$ cat src/rtl/sequential_multiplier_32bit_pkg.sv
// Shared types and constants for the shift-and-add multiplier.
// FSM encoding, default operand width and counter width.
package sequential_multiplier_32bit_pkg;

    localparam int MUL_WIDTH = 32;
    localparam int CNT_W     = $clog2(MUL_WIDTH);

    typedef enum logic [1:0] {
        IDLE = 2'b00,
        CALC = 2'b01,
        DONE = 2'b10
    } mul_state_t;

endpackage

$ cat src/rtl/multiplier_control.sv
// Sequencer for the shift-and-add multiplier.
// Owns the FSM and the iteration counter.
module multiplier_control
    import sequential_multiplier_32bit_pkg::*;
#(
    parameter int WIDTH = MUL_WIDTH
) (
    input  logic clk,
    input  logic rst_n,
    input  logic start,
    output logic load,
    output logic iterate,
    output logic busy,
    output logic done
);

    localparam int CW = $clog2(WIDTH);
    localparam logic [CW-1:0] LAST = CW'(WIDTH - 1);

    mul_state_t state_q, state_d;
    logic [CW-1:0] cnt_q, cnt_d;

    always_ff @(posedge clk or negedge rst_n) begin
        if (!rst_n) begin
            state_q <= IDLE;
            cnt_q   <= '0;
        end else begin
            state_q <= state_d;
            cnt_q   <= cnt_d;
        end
    end

    always_comb begin
        state_d = state_q;
        cnt_d   = cnt_q;
        load    = 1'b0;
        iterate = 1'b0;
        busy    = 1'b0;
        done    = 1'b0;
        unique case (state_q)
            IDLE: begin
                if (start) begin
                    load    = 1'b1;
                    cnt_d   = '0;
                    state_d = CALC;
                end
            end
            CALC: begin
                iterate = 1'b1;
                busy    = 1'b1;
                cnt_d   = cnt_q + 1'b1;
                if (cnt_q == LAST) state_d = DONE;
            end
            DONE: begin
                busy    = 1'b1;
                done    = 1'b1;
                state_d = IDLE;
            end
            default: state_d = IDLE;
        endcase
    end

endmodule

$ cat src/rtl/mux2.sv
// Single-bit 2:1 multiplexer cell.
// Select 0 passes d0, select 1 passes d1.
module mux2 (
    input  logic sel,
    input  logic d0,
    input  logic d1,
    output logic y
);

    assign y = sel ? d1 : d0;

endmodule

$ cat src/rtl/sequential_multiplier_32bit.sv
// Unsigned shift-and-add multiplier, one bit per clock.
// Datapath registers and adder; sequencing lives in multiplier_control.
module sequential_multiplier_32bit
    import sequential_multiplier_32bit_pkg::*;
#(
    parameter int WIDTH = MUL_WIDTH
) (
    input  logic               clk,
    input  logic               rst_n,
    input  logic               start,
    input  logic [WIDTH-1:0]   multiplicand,
    input  logic [WIDTH-1:0]   multiplier,
    output logic [2*WIDTH-1:0] product,
    output logic               busy,
    output logic               done
);

    logic load, iterate;
    logic [WIDTH-1:0] mcand_q;
    logic [WIDTH-1:0] addend;
    logic [WIDTH:0]   sum;

    multiplier_control #(.WIDTH(WIDTH)) u_ctrl (
        .clk     (clk),
        .rst_n   (rst_n),
        .start   (start),
        .load    (load),
        .iterate (iterate),
        .busy    (busy),
        .done    (done)
    );

    // Add-or-hold: the product LSB picks the multiplicand or zero per bit
    for (genvar i = 0; i < WIDTH; i++) begin : g_sel
        mux2 u_mux (
            .sel (product[0]),
            .d0  (1'b0),
            .d1  (mcand_q[i]),
            .y   (addend[i])
        );
    end

    assign sum = {1'b0, product[2*WIDTH-1:WIDTH]} + {1'b0, addend};

    always_ff @(posedge clk or negedge rst_n) begin
        if (!rst_n) begin
            mcand_q <= '0;
            product <= '0;
        end else if (load) begin
            mcand_q <= multiplicand;
            product <= {{WIDTH{1'b0}}, multiplier};
        end else if (iterate) begin
            product <= {sum, product[WIDTH-1:1]};
        end
    end

endmodule

$ cat config.mk
export PLATFORM = sky130hd
export DESIGN_NAME = sequential_multiplier_32bit
export DESIGN_NICKNAME = d
export VERILOG_FILES = /design/src/rtl/sequential_multiplier_32bit_pkg.sv /design/src/rtl/multiplier_control.sv /design/src/rtl/mux2.sv /design/src/rtl/sequential_multiplier_32bit.sv
export SDC_FILE = /design/constraint.sdc
export NUM_CORES = 1
export LEC_CHECK = 0
export CAP_MARGIN = 20
export CELL_PAD_IN_SITES_DETAIL_PLACEMENT = 0
export CELL_PAD_IN_SITES_GLOBAL_PLACEMENT = 2
export CORE_MARGIN = 10
export CORE_UTILIZATION = 28
export DETAILED_ROUTE_END_ITERATION = 10
export PLACE_DENSITY = 0.9
export SKIP_CTS_REPAIR_TIMING = 1
export SLEW_MARGIN = 20
export SYNTH_ARGS = -nofsm -noshare
export SYNTH_HDL_FRONTEND = slang
export SYNTH_SLANG_ARGS = --single-unit
$ cat constraint.sdc
create_clock -name clk -period 3 [get_ports clk]
set_clock_uncertainty 0.15 [all_clocks]
set_input_delay 0.6 -clock clk [delete_from_list [all_inputs] [get_ports clk]]
set_output_delay 0.6 -clock clk [all_outputs]
set_load 0.05 [all_outputs]
# Yosys cells after proc, flatten, opt, wreduce, memory -nomap -nowiden
# Index checks and enable logic that the tools add are counted.
[totals]
register_bits = 103
input_bits = 67
out_inout_bits = 66
elab_cells = 61
[op_classes]
addsub = 2
n_eq_ne = 5
muxes = 44
reduce_logical = 6
[ops]
columns = ["operator", "n"]
rows = [
  ["64-bit two-way mux", 2],
  ["1-bit two-way mux", 37],
  ["32-bit by 32-bit adder with 33-bit output", 1],
  ["5-bit one-hot mux with 2 select lines", 1],
  ["5-bit by 1-bit adder with 5-bit output (second input constant)", 1],
  ["5-bit == test (second input constant)", 1],
  ["5-bit two-way mux", 1],
  ["2-bit two-way mux", 2],
  ["2-bit one-hot mux with 2 select lines", 1],
  ["2-bit AND reduction", 2],
  ["2-bit nonzero test", 2],
  ["2-bit by 1-bit == test with 1-bit output (second input constant)", 1],
  ["2-bit == test (second input constant)", 1],
  ["2-bit zero test", 1],
  ["2-bit by 1-bit != test with 1-bit output (second input constant)", 1],
  ["2-bit != test (second input constant)", 1],
  ["2-bit OR reduction", 1],
]

# Depth between registers and ports, before layout
[logic_depth]
depth_word = 4
ltp_mapped = 11
ltp_nobuf = 11

# Hierarchy
# From an unflattened synthesis, not the netlist that was laid out.
[unflattened]
hier_cells = 652
area_unflattened_um2 = 6576.3
[by_module_without_submodules]
columns = ["module", "n_inst", "cells_per_inst", "area_each_um2"]
rows = [
  ["sequential_multiplier_32bit", 1, 581, 5681.7],
  ["mux2", 32, 1, 15.0],
  ["multiplier_control", 1, 39, 414.1],
]

# Worst setup path before layout
# No wires, ideal clock.
[synth_path]
kind = "register to register"
start = "register product[32]"
end = "register product[61]"
setup_time_ns = 0.116
t_arrival_ns = 2.569
t_required_ns = 2.734
setup_slack_ns = 0.166
stages_incl_launch_ff = 11
period_less_slack_ns = 2.834
path_cell_list = "dfrtp_1 -> ha_1 -> inv_1 -> fa_1 -> nor2b_1 -> o2111ai_1 -> a21boi_1 -> a31oi_2 -> nor4b_1 -> o21ai_0 -> o311ai_0"
[synth_between]
elab_chain_len = 3
[synth_rtl]
columns = ["item", "line_no", "text"]
rows = [
  ["from (decl)", "sequential_multiplier_32bit.sv:13", "output logic [2*WIDTH-1:0] product,"],
  ["from (signal assigned)", "sequential_multiplier_32bit.sv:51", "product <= {{WIDTH{1'b0}}, multiplier};"],
  ["from (signal assigned)", "sequential_multiplier_32bit.sv:53", "product <= {sum, product[WIDTH-1:1]};"],
  ["32-bit by 32-bit adder with 33-bit output", "sequential_multiplier_32bit.sv:43", "assign sum = {1'b0, product[2*WIDTH-1:WIDTH]} + {1'b0, addend};"],
  ["64-bit two-way mux", "sequential_multiplier_32bit.sv:52", "end else if (iterate) begin"],
  ["64-bit two-way mux", "sequential_multiplier_32bit.sv:49", "end else if (load) begin"],
]
# Every way passes these cells. The select of a mux whose other input is x is not followed.
# A chain may end at the register's enable or synchronous reset.

# Final worst setup path
[layout_path]
start = "register product[0]"
end = "register product[55]"
[layout_between]
elab_chain_len = 4
[layout_rtl]
columns = ["item", "line_no", "text"]
rows = [
  ["1-bit two-way mux", "mux2.sv:10", "assign y = sel ? d1 : d0;"],
  ["32-bit by 32-bit adder with 33-bit output *", "sequential_multiplier_32bit.sv:43", ""],
  ["64-bit two-way mux *", "sequential_multiplier_32bit.sv:52", ""],
  ["64-bit two-way mux *", "sequential_multiplier_32bit.sv:49", ""],
]
# Mark *: on every way between the ends. The rest lies on a longest branch, timed or not. The select of a mux whose other input is x is not followed.

==> impl_metrics.json <==
{
  "cts.htree.levels": 3,
  "worst_pin_slew_ns": 0.6216,
  "static_leak_nw": 3.867,
  "io_pins": 133,
  "ys_top_cells_by_area": "sky130_fd_sc_hd__dfrtp_1 (41%), sky130_fd_sc_hd__nand2_1 (10%), sky130_fd_sc_hd__ha_1 (7.4%)",
  "worst-setup-path-type": "flip-flop to flip-flop",
  "drive_above_1_share": 0.08333,
  "route.final.wire_length_um": 19030,
  "grt-ovfl-total": 0,
  "post-place-cells": 1127,
  "slew_headroom": 0.5856,
  "drt.antenna.violating_nets": 0,
  "cell_at_the_root_of_the_clock_tree": "sky130_fd_sc_hd__clkbuf_16",
  "postSynthCellCount": 726,
  "pre_cts_slack_ns": 0.03999,
  "max_freq_ghz": 0.3431,
  "timing.max_cap.violations": 0,
  "setup.reg_to_reg.worst_slack_ns": 0.09,
  "clock_sink_count": 103,
  "synthesis.area_per_instance_sq_um": 8.646,
  "synth.largest_area_cell": "sky130_fd_sc_hd__dfrtp_1",
  "first_iter_violations": 299,
  "area_delta_synth_final_pct": 35.74,
  "grt_max_degree": 44,
  "port_buffers": 132,
  "cp_max_fo": 24,
  "yosysSeqAreaShare": 0.4106,
  "power_density_mw_per_mm2": 1136,
  "worst_slack_ns": 0.08562,
  "synth-warning-count": 0,
  "groute.usage.overall": 0.1331,
  "vias": 5579,
  "finalCritPeriodShare": 0.9715,
  "rr_endpoint": "product[55]",
  "mappedNetlistNets": 831,
  "cp-end-kind": "flip-flop",
  "cells_on_worst_reg2reg_path": 10,
  "outcome": "finished clean",
  "cts_made_buffers": 9,
  "detailedPlacementHpwl_um": 14210,
  "core_area_sq_mm": 0.02196,
  "detail_route.drc_violations": 0,
  "die-height_um": 169.7,
  "floorplan.initialDensity": 0.2859,
  "fin_crit_ns": 2.914,
  "critPathArrivalTime_ns": 3.00,
  "setup_repair_after_global_routing_missed_its_margin": "true",
  "detailedRoute.firstPassIterationCount": 4,
  "r2r-start": "product[0]",
  "via_per_inst": 4.877,
  "cts.clk_slew.worst_paths_ns": 0.07,
  "routed_wire_length_per_instance_um": 16.63,
  "vias_in_the_first_global_route": 5869,
  "synth-async-reset-ratio": 1.000,
  "grt_antenna_before_repair": 0,
  "synth_top_cell_area_share": 0.4106,
  "tns_ns": 0,
  "slew_viol_final": 0,
  "max-clock-path-buffers": 2,
  "synth.distinct_cells": 64,
  "stdcell_count": 1144,
  "tritoncts": "yes",
  "number_of_enable_type_register_cells_in_the_synthesized_netlist": 0,
  "synth-main-ff-cell": "sky130_fd_sc_hd__dfrtp_1",
  "die_area_sq_mm": 0.02881,
  "layout.core_utilization": 0.3880,
  "rows": 54,
  "worst_ir_drop_vdd_uv": 653.4,
  "hold_violations": 0,
  "cp_data_required_time_ns": 3.08,
  "design.final.nets": 964,
  "synthesis.area_sq_mm": 0.006277,
  "n_antenna_cell": 0,
  "synthMostInstantiatedCell": "sky130_fd_sc_hd__nand2_1",
  "number_of_endpoints_failing_setup_at_the_final_stage": 0,
  "die_width_um": 169.7,
  "synth_top_cells_by_count": "sky130_fd_sc_hd__nand2_1 (168), sky130_fd_sc_hd__dfrtp_1 (103), sky130_fd_sc_hd__o21ai_0 (70)",
  "synth_seq_cells": 103,
  "hold_path.class": "input pin to async pin",
  "worst_setup_path_start_kind": "flip-flop",
  "worst_skew_pair.late_latency_ns": 0.36,
  "grt_pass1_wl_um": 31060,
  "gpl.final_weighted_congestion": 0.8085
}
## where the power goes
part	total (mW)	switching, mW	internal [mW]
Combinational	5.80	3.60	2.20
Clock	1.41	0.583	0.829
Sequential	2.47	0.469	2.01
## layer usage
metal,GRT usage,part of all wire,vias to the layer above
li1,-,-,2807
met1,0.1584,0.44,2614
met2,0.2089,0.44,143
met3,0.06816,0.11,15
met4,0.03167,0.013,0
met5,0,0,-
## stage by stage
| stage | power [mW] | hold WS, ns | cell area, sq um |
|---|---|---|---|
| after floorplan | 6.311 | 0.1544 | 6277 |
| after global placement | 8.230 | 0.2997 | 8053 |
| after detailed placement | 8.250 | 0.3056 | 8053 |
| after CTS | 9.728 | 0.1207 | 8404 |
| after global routing | 10.45 | 0.1407 | 8521 |
| final | 9.684 | 0.09891 | 8521 |
## layout by cell type (no fill, tap or decap), drive strengths merged, types with 31 or more instances in the layout
master / instances
nor2: 31
and2: 33
dfrtp: 103
mux2i: 41
o21ai: 73
ha: 37
buf: 33
clkdlybuf4s50: 131
nand2: 168
a21oi: 50
## worst max path at each step
stage	from	to	slack, ns	cells after the start
finish	product[0]	product[55]	0.09	10
global placement	product[0]	product[55]	0.09	10
floorplan	product[32]	product[61]	0.17	10
CTS	product[0]	product[62]	0.007	10
global route	product[0]	product[55]	-0.04	10
detailed placement	product[0]	product[62]	0.04	10
## critical path: stages, from the launching register on
cell and delay [ns]:
sky130_fd_sc_hd__dfrtp_1 0.41, sky130_fd_sc_hd__buf_6 0.18, sky130_fd_sc_hd__and2_1 0.15, sky130_fd_sc_hd__ha_1 0.30, sky130_fd_sc_hd__a21o_1 0.17, sky130_fd_sc_hd__a21oi_1 0.24, sky130_fd_sc_hd__a21oi_1 0.14, sky130_fd_sc_hd__o31a_1 0.33
sky130_fd_sc_hd__o31ai_2 0.40, sky130_fd_sc_hd__xor2_1 0.22, sky130_fd_sc_hd__a21oi_1 0.09
## flip-flops by register name, indices dropped and copies added (netlist names)
signal          count
u_ctrl.cnt_q        5
product            64
mcand_q            32
u_ctrl.state_q      2
## final cells by class
| class | count | area, sq um |
|---|---|---|
| Fill cell | 2250 | 13440 |
| Multi-Input combinational cell | 572 | 3620 |
| Sequential cell | 103 | 2577 |
| Timing Repair Buffer | 164 | 1588 |
| Tap cell | 280 | 350.3 |
| Clock buffer | 9 | 225.2 |
| Clock inverter | 7 | 126.4 |
| Inverter | 9 | 33.78 |
## logic make-up after synthesis
group                      count (synthesis)  share of synthesized area
AOI/OAI and AO/OA                        184                     0.1810
xor gates and xnor gates                  16                    0.02232
adders and majority gates                 38                    0.07694
buffers and inverters                     51                    0.03189
DFF                                      103                     0.4106
muxes                                     41                    0.06538
and+or+nand+nor                          293                     0.2119
(Power assumes the default switching activity.)
